==> src/rtl/vga_timing_controller_if.sv <==
// Raster timing bundle from the VGA timing controller to pattern/image generators.
interface vga_timing_if;
  logic [10:0] HCNT;
  logic [10:0] VCNT;
  logic        IAA;
  logic        HS;
  logic        VS;
  logic        NEW_FRAME;

  modport master (output HCNT, VCNT, IAA, HS, VS, NEW_FRAME);
  modport slave  (input  HCNT, VCNT, IAA, HS, VS, NEW_FRAME);
endinterface

==> src/rtl/vga_timing_controller.sv <==
// VGA raster timing: 1-based HCNT/VCNT, active-area flag, HS/VS sync, frame-start pulse.
// Optional VGA_TIMING_SYNC_DELAY_EN adds one register stage on HS/VS only.
module vga_timing_controller #(
  parameter int HORIZONTAL_VISIBLE_AREA = 640,
  parameter int H_FRONT_PORCH           = 16,
  parameter int H_SYNC_WIDTH            = 96,
  parameter int H_BACK_PORCH            = 48,
  parameter int VERTICAL_VISIBLE_AREA   = 480,
  parameter int V_FRONT_PORCH           = 10,
  parameter int V_SYNC_WIDTH            = 2,
  parameter int V_BACK_PORCH            = 33,
  parameter bit H_SYNC_POLARITY         = 1'b0,
  parameter bit V_SYNC_POLARITY         = 1'b0
) (
  input  logic          VGA_CLK,
  input  logic          rst,
  vga_timing_if.master  vga
);

  localparam int H_TOTAL = HORIZONTAL_VISIBLE_AREA + H_FRONT_PORCH + H_SYNC_WIDTH + H_BACK_PORCH;
  localparam int V_TOTAL = VERTICAL_VISIBLE_AREA + V_FRONT_PORCH + V_SYNC_WIDTH + V_BACK_PORCH;

  localparam logic [10:0] H_VIS_END  = 11'(HORIZONTAL_VISIBLE_AREA);
  localparam logic [10:0] H_FP_END   = 11'(HORIZONTAL_VISIBLE_AREA + H_FRONT_PORCH);
  localparam logic [10:0] H_SYNC_END = 11'(HORIZONTAL_VISIBLE_AREA + H_FRONT_PORCH + H_SYNC_WIDTH);
  localparam logic [10:0] H_LAST     = 11'(H_TOTAL);
  localparam logic [10:0] V_VIS_END  = 11'(VERTICAL_VISIBLE_AREA);
  localparam logic [10:0] V_FP_END   = 11'(VERTICAL_VISIBLE_AREA + V_FRONT_PORCH);
  localparam logic [10:0] V_SYNC_END = 11'(VERTICAL_VISIBLE_AREA + V_FRONT_PORCH + V_SYNC_WIDTH);
  localparam logic [10:0] V_LAST     = 11'(V_TOTAL);

  typedef enum logic [1:0] {PH_VISIBLE, PH_FRONT, PH_SYNC, PH_BACK} phase_e;

  function automatic phase_e decode(input logic [10:0] c, input logic [10:0] vis_end,
                                    input logic [10:0] fp_end, input logic [10:0] sync_end);
    if (c <= vis_end)       return PH_VISIBLE;
    else if (c <= fp_end)   return PH_FRONT;
    else if (c <= sync_end) return PH_SYNC;
    else                    return PH_BACK;
  endfunction

  logic [10:0] hcnt_q, hcnt_d, vcnt_q, vcnt_d;
  logic        iaa_q, iaa_d, nf_q, nf_d, hs_q, hs_d, vs_q, vs_d;
  phase_e      hph, vph;

  // hcnt_q == 0 only while/just after reset, so the first live edge lands on (1,1).
  always_comb begin
    hcnt_d = 11'd1;
    vcnt_d = vcnt_q;
    if (hcnt_q == 11'd0)        vcnt_d = 11'd1;
    else if (hcnt_q != H_LAST)  hcnt_d = hcnt_q + 11'd1;
    else                        vcnt_d = (vcnt_q == V_LAST) ? 11'd1 : vcnt_q + 11'd1;
  end

  // Outputs decode the next-state counters so every registered output describes one pixel.
  always_comb begin
    hph   = decode(hcnt_d, H_VIS_END, H_FP_END, H_SYNC_END);
    vph   = decode(vcnt_d, V_VIS_END, V_FP_END, V_SYNC_END);
    iaa_d = (hph == PH_VISIBLE) && (vph == PH_VISIBLE);
    nf_d  = (hcnt_d == 11'd1) && (vcnt_d == 11'd1);
    hs_d  = (hph == PH_SYNC) ? H_SYNC_POLARITY : ~H_SYNC_POLARITY;
    vs_d  = (vph == PH_SYNC) ? V_SYNC_POLARITY : ~V_SYNC_POLARITY;
  end

  always_ff @(posedge VGA_CLK or negedge rst) begin
    if (!rst) begin
      hcnt_q <= 11'd0;
      vcnt_q <= 11'd0;
      iaa_q  <= 1'b0;
      nf_q   <= 1'b0;
      hs_q   <= ~H_SYNC_POLARITY;
      vs_q   <= ~V_SYNC_POLARITY;
    end else begin
      hcnt_q <= hcnt_d;
      vcnt_q <= vcnt_d;
      iaa_q  <= iaa_d;
      nf_q   <= nf_d;
      hs_q   <= hs_d;
      vs_q   <= vs_d;
    end
  end

  assign vga.HCNT      = hcnt_q;
  assign vga.VCNT      = vcnt_q;
  assign vga.IAA       = iaa_q;
  assign vga.NEW_FRAME = nf_q;

`ifdef VGA_TIMING_SYNC_DELAY_EN
  // Extra stage lines sync up with the one-cycle clocked color ROM downstream.
  logic hs_dly_q, vs_dly_q;
  always_ff @(posedge VGA_CLK or negedge rst) begin
    if (!rst) begin
      hs_dly_q <= ~H_SYNC_POLARITY;
      vs_dly_q <= ~V_SYNC_POLARITY;
    end else begin
      hs_dly_q <= hs_q;
      vs_dly_q <= vs_q;
    end
  end
  assign vga.HS = hs_dly_q;
  assign vga.VS = vs_dly_q;
`else
  assign vga.HS = hs_q;
  assign vga.VS = vs_q;
`endif

endmodule

==> src/flat_wrapper.sv <==
// flat-port wrapper written by rule: the top's interface ports become plain ports
module vga_timing_controller_flat 
#(
  parameter int HORIZONTAL_VISIBLE_AREA = 640,
  parameter int H_FRONT_PORCH           = 16,
  parameter int H_SYNC_WIDTH            = 96,
  parameter int H_BACK_PORCH            = 48,
  parameter int VERTICAL_VISIBLE_AREA   = 480,
  parameter int V_FRONT_PORCH           = 10,
  parameter int V_SYNC_WIDTH            = 2,
  parameter int V_BACK_PORCH            = 33,
  parameter bit H_SYNC_POLARITY         = 1'b0,
  parameter bit V_SYNC_POLARITY         = 1'b0
)
  (VGA_CLK, rst, vga_HCNT, vga_VCNT, vga_IAA, vga_HS, vga_VS, vga_NEW_FRAME);
  vga_timing_if vga_i ();
  input  logic VGA_CLK;
  input  logic rst;
  output wire logic [$bits(vga_i.HCNT)-1:0] vga_HCNT;
  output wire logic [$bits(vga_i.VCNT)-1:0] vga_VCNT;
  output wire logic [$bits(vga_i.IAA)-1:0] vga_IAA;
  output wire logic [$bits(vga_i.HS)-1:0] vga_HS;
  output wire logic [$bits(vga_i.VS)-1:0] vga_VS;
  output wire logic [$bits(vga_i.NEW_FRAME)-1:0] vga_NEW_FRAME;
  assign vga_HCNT = vga_i.HCNT;
  assign vga_VCNT = vga_i.VCNT;
  assign vga_IAA = vga_i.IAA;
  assign vga_HS = vga_i.HS;
  assign vga_VS = vga_i.VS;
  assign vga_NEW_FRAME = vga_i.NEW_FRAME;
  vga_timing_controller #(.HORIZONTAL_VISIBLE_AREA(HORIZONTAL_VISIBLE_AREA), .H_FRONT_PORCH(H_FRONT_PORCH), .H_SYNC_WIDTH(H_SYNC_WIDTH), .H_BACK_PORCH(H_BACK_PORCH), .VERTICAL_VISIBLE_AREA(VERTICAL_VISIBLE_AREA), .V_FRONT_PORCH(V_FRONT_PORCH), .V_SYNC_WIDTH(V_SYNC_WIDTH), .V_BACK_PORCH(V_BACK_PORCH), .H_SYNC_POLARITY(H_SYNC_POLARITY), .V_SYNC_POLARITY(V_SYNC_POLARITY)) u_core (.VGA_CLK(VGA_CLK), .rst(rst), .vga(vga_i));
endmodule
==> config.mk <==
export PLATFORM = sky130hd
export DESIGN_NAME = vga_timing_controller_flat
export DESIGN_NICKNAME = d
export VERILOG_FILES = /design/src/rtl/vga_timing_controller_if.sv /design/src/rtl/vga_timing_controller.sv /design/src/flat_wrapper.sv
export SDC_FILE = /design/constraint.sdc
export NUM_CORES = 1
export LEC_CHECK = 0
export CELL_PAD_IN_SITES_DETAIL_PLACEMENT = 2
export CELL_PAD_IN_SITES_GLOBAL_PLACEMENT = 2
export CORE_AREA = 2 2 79 81
export DETAILED_ROUTE_END_ITERATION = 10
export DIE_AREA = 0 0 81 83
export HOLD_SLACK_MARGIN = 0.08
export MAX_ROUTING_LAYER = met4
export PLACE_DENSITY = 0.73
export SLEW_MARGIN = 20
export SYNTH_ARGS = -nofsm -noshare
export SYNTH_HDL_FRONTEND = slang
export SYNTH_SLANG_ARGS = --single-unit
==> constraint.sdc <==
create_clock -name VGA_CLK -period 2.3 [get_ports VGA_CLK]
set_input_delay 0.46 -clock VGA_CLK [delete_from_list [all_inputs] [get_ports VGA_CLK]]
set_output_delay 0.46 -clock VGA_CLK [all_outputs]
set_load 0.01 [all_outputs]
==> results.py <==
metrics = {
    "detailed_routing": {
        "post_drt_wl_per_cell_microns": 25.6,
        "viasPerCell": 5.76,
        "dr_wl_met3_microns": 322,
        "route.layer.met1.wl_microns": 3090,
        "vias": 1934,
        "top_layer_used": "met4",
        "wl_met2_microns": 4790,
        "first_pass_iters": 5,
        "wl_microns": 8590,
        "dr.first_iter.drc_count": 78,
        "route.antenna.remaining_nets": 0,
        "drc": 0,
    },
    "clocking": {
        "cts_buffers": 3,
        "cts_tree": "done",
        "root_buffer": "clkbuf_8",
        "cts.sinks": 26,
        "h-tree-depth": 1,
        "cts_hold_buf": 0,
        "clock_path_buffers": 2,
        "cts.clk_slew.worst_paths_ps": 100,
        "clkLatencyLatePin_ps": 290,
    },
    "global_route": {
        "grt_pass1_vias": 2282,
        "antenna_found_initial": 0,
        "grt_pass1_wl_microns": 12700,
        "grt_max_degree": 27,
        "grt_overflow": 0,
        "grtUsageTotal_pct": 25.5,
    },
    "synthesis": {
        "syn_inst": 177,
        "synth_edf_count": 0,
        "synth_cell_types": 55,
        "syn_nets": 183,
        "yosys_warnings": 0,
        "yosysSeqAreaShare_pct": 38.4,
        "ys_seq_elements": 26,
        "ys.flop_type": "dfrtp_1",
        "postSynthAreaPerCell_sq_um": 9.61,
        "netlist_area_sq_um": 1700,
        "async_reset_ff_share_pct": 100,
    },
    "power": {
        "power.total_uw": 754,
        "pwr_density_cell_nw_per_um2": 268,
        "power_leakage_nw": 1.21,
        "p_comb_share_pct": 1.6,
        "p_seq_share_pct": 60.6,
        "switching_share_pct": 23.4,
        "p_int_uw": 578,
        "pwr-share-clk_pct": 37.8,
        "irDropWorstVdd_mv": 0.184,
        "switchingPower_uw": 176,
    },
    "setup_path": {
        "r2r_cells": 8,
        "slowest_delay_ps": 580,
        "critPathMaxFanout": 6,
        "crit_buf_inv": 2,
        "cp-start-kind": "flip-flop",
        "crit_type": "flip-flop to flip-flop",
        "crit_chain": "buf_4 > nor4_4 > buf_6 > nand4_1 > or4b_4 > a21oi_4 > nand4_1 > a211oi_2",
        "cp_top_family": "simple AND/OR/NAND/NOR gates",
        "crit_top_cell": "nand4_1",
        "crit_cells": 8,
        "required_ps": 2510,
        "slowest_stage": "or4b_4",
        "worstPathArrival_ps": 2710,
        "worst_setup_path_end_kind": "flip-flop",
    },
    "layout": {
        "fin_util_pct": 48.3,
        "n_antenna_cell": 0,
        "final_common_cell": "buf_4",
        "nets": 269,
        "syn_to_final_growth_pct": 65.1,
        "drive_gt1_share_pct": 42.9,
        "layout_common_cells": "buf_4, clkdlybuf4s50_1, dfrtp_1, nor2_1, nand4_1",
    },
    "timing": {
        "setup_viol": 3,
        "finalCriticalPeriod_ps": 2500,
        "max_freq_mhz": 400,
        "hold_viol": 0,
        "rsz0062_at_grt": "true",
        "setup_slack_ps": -199,
        "tightest_slew_ps": 505,
        "slew_headroom_pct": 66.0,
        "maxSlewViolCount": 0,
        "post-route-period-util_pct": 109,
        "fin_skew_ps": 8.82,
    },
    "floorplan": {
        "core_area_sq_um": 5820,
        "dieWidth_microns": 81,
        "io_pins": 28,
        "design.die.area_sq_um": 6720,
        "die_h_microns": 83,
        "num_rows": 28,
        "start_util_pct": 29.3,
    },
    "worst_hold_path": {
        "hold_path.class": "input port to async pin",
    },
    "place": {
        "dp_hpwl_microns": 5470,
        "place_congestion": 0.880,
        "io_buffers": 27,
    },
    "status": {
        "violations": "setup timing",
        "status": "complete, but fails checks",
    },
    "flow_run": {
        "cap_viol_max_count": 0,
    },
}
routing by layer:
| layer | vias to the layer above | GRT usage, % |
|---|---|---|
| met3 | 33 | 3.37 |
| met2 | 82 | 46.4 |
| met4 | 0 | 12.3 |
| li1 | 833 | - |
| met1 | 986 | 26.3 |
| met5 | - | - |
kinds of logic (layout without fill, tap and decap cells):
| kind of cell | Yosys count | after routing | share of synthesized area (%) |
|---|---|---|---|
| buf+inv | 17 | 101 | 4.27 |
| xor+xnor | 16 | 16 | 8.24 |
| mux | 1 | 1 | 0.662 |
| simple gates | 82 | 82 | 31.3 |
| compound gates | 31 | 31 | 14.2 |
| flops | 26 | 26 | 38.4 |
| fa+ha+maj | 4 | 4 | 2.94 |
worst paths after layout:
kind / start / end / slack (ps)
setup / recovery: u_core.vga.HCNT[7] / u_core.vga.IAA / -200
hold / removal: rst / u_core.vga.HCNT[4] / 550
setup reg to reg: u_core.vga.HCNT[7] / u_core.vga.IAA / -200
hold reg to reg: u_core.vga.VCNT[9] / u_core.vga.VCNT[9] / 680
max in group asynchronous: rst / u_core.vga.VS / 1440
min in group VGA_CLK: u_core.vga.VCNT[9] / u_core.vga.VCNT[9] / 680
layout make-up:
type | count | area (sq um)
clock buffer | 3 | 41.3
fill | 605 | 3010
inverter | 10 | 37.5
multi-input combinational | 134 | 1230
sequential | 26 | 654
tap | 75 | 93.8
timing repair buffer | 88 | 756
cell usage after synthesis (all sizes together) (2+ instances only):
cell type   n  area share [%]
a211oi      2             1.2
a21oi       5             1.7
a31oi       2            0.74
and2        3             1.1
and3        3             1.1
and4        5             2.6
buf         5             1.6
clkbuf      2            0.44
dfrtp      24              35
dfstp       2             3.1
ha          4             2.9
inv        10             2.2
nand2       7             1.5
nand3      10             2.9
nand4      11             4.0
nor2       15             3.5
nor3        4             1.2
nor4        8             5.6
nor4b       2             1.0
o211ai      3             1.3
o21ai       3            0.88
o21bai      2            0.88
o31ai       2            0.88
or3         4             1.5
or3b        2             1.0
xnor2      13             6.7
xor2        3             1.5
state kept, by name, indices dropped and copies added, names as in the netlist:
signal and count:
u_core.vga.HCNT 11, u_core.vga.VCNT 11, u_core.vga.HS 1, u_core.vga.IAA 1, u_core.vga.NEW_FRAME 1, u_core.vga.VS 1
power groups by stage:
stage                     registers [mW]   logic [mW]  clock network, mW
final                              0.457       0.0123              0.285
after global routing               0.457       0.0143              0.309
after CTS                          0.457       0.0132              0.283
after detailed placement           0.466       0.0132                  0
after global placement             0.466       0.0126                  0
after floorplan                    0.466  0.000000388                  0
stage by stage:
step                      TNS, ps  std cells  hold slack [ps]  cell area, sq um  worst slack [ps]
after floorplan                 0        177              164              1710              58.5
after global placement      -20.2        321              635              2410             -11.2
after detailed placement     -364        321              649              2410              -153
after CTS                       0        332              568              2650              6.59
after global routing         -630        336              583              2810              -219
final                        -453        336              549              2810              -199
what timing repair did:
item / in CTS / in global routing
resized for setup: 22 / 28
pin swaps: 11 / 13
endpoints found under the setup margin: 3 / 4
buffers inserted: 8 / 4
Note: power is estimated with default switching activity, not from simulation.
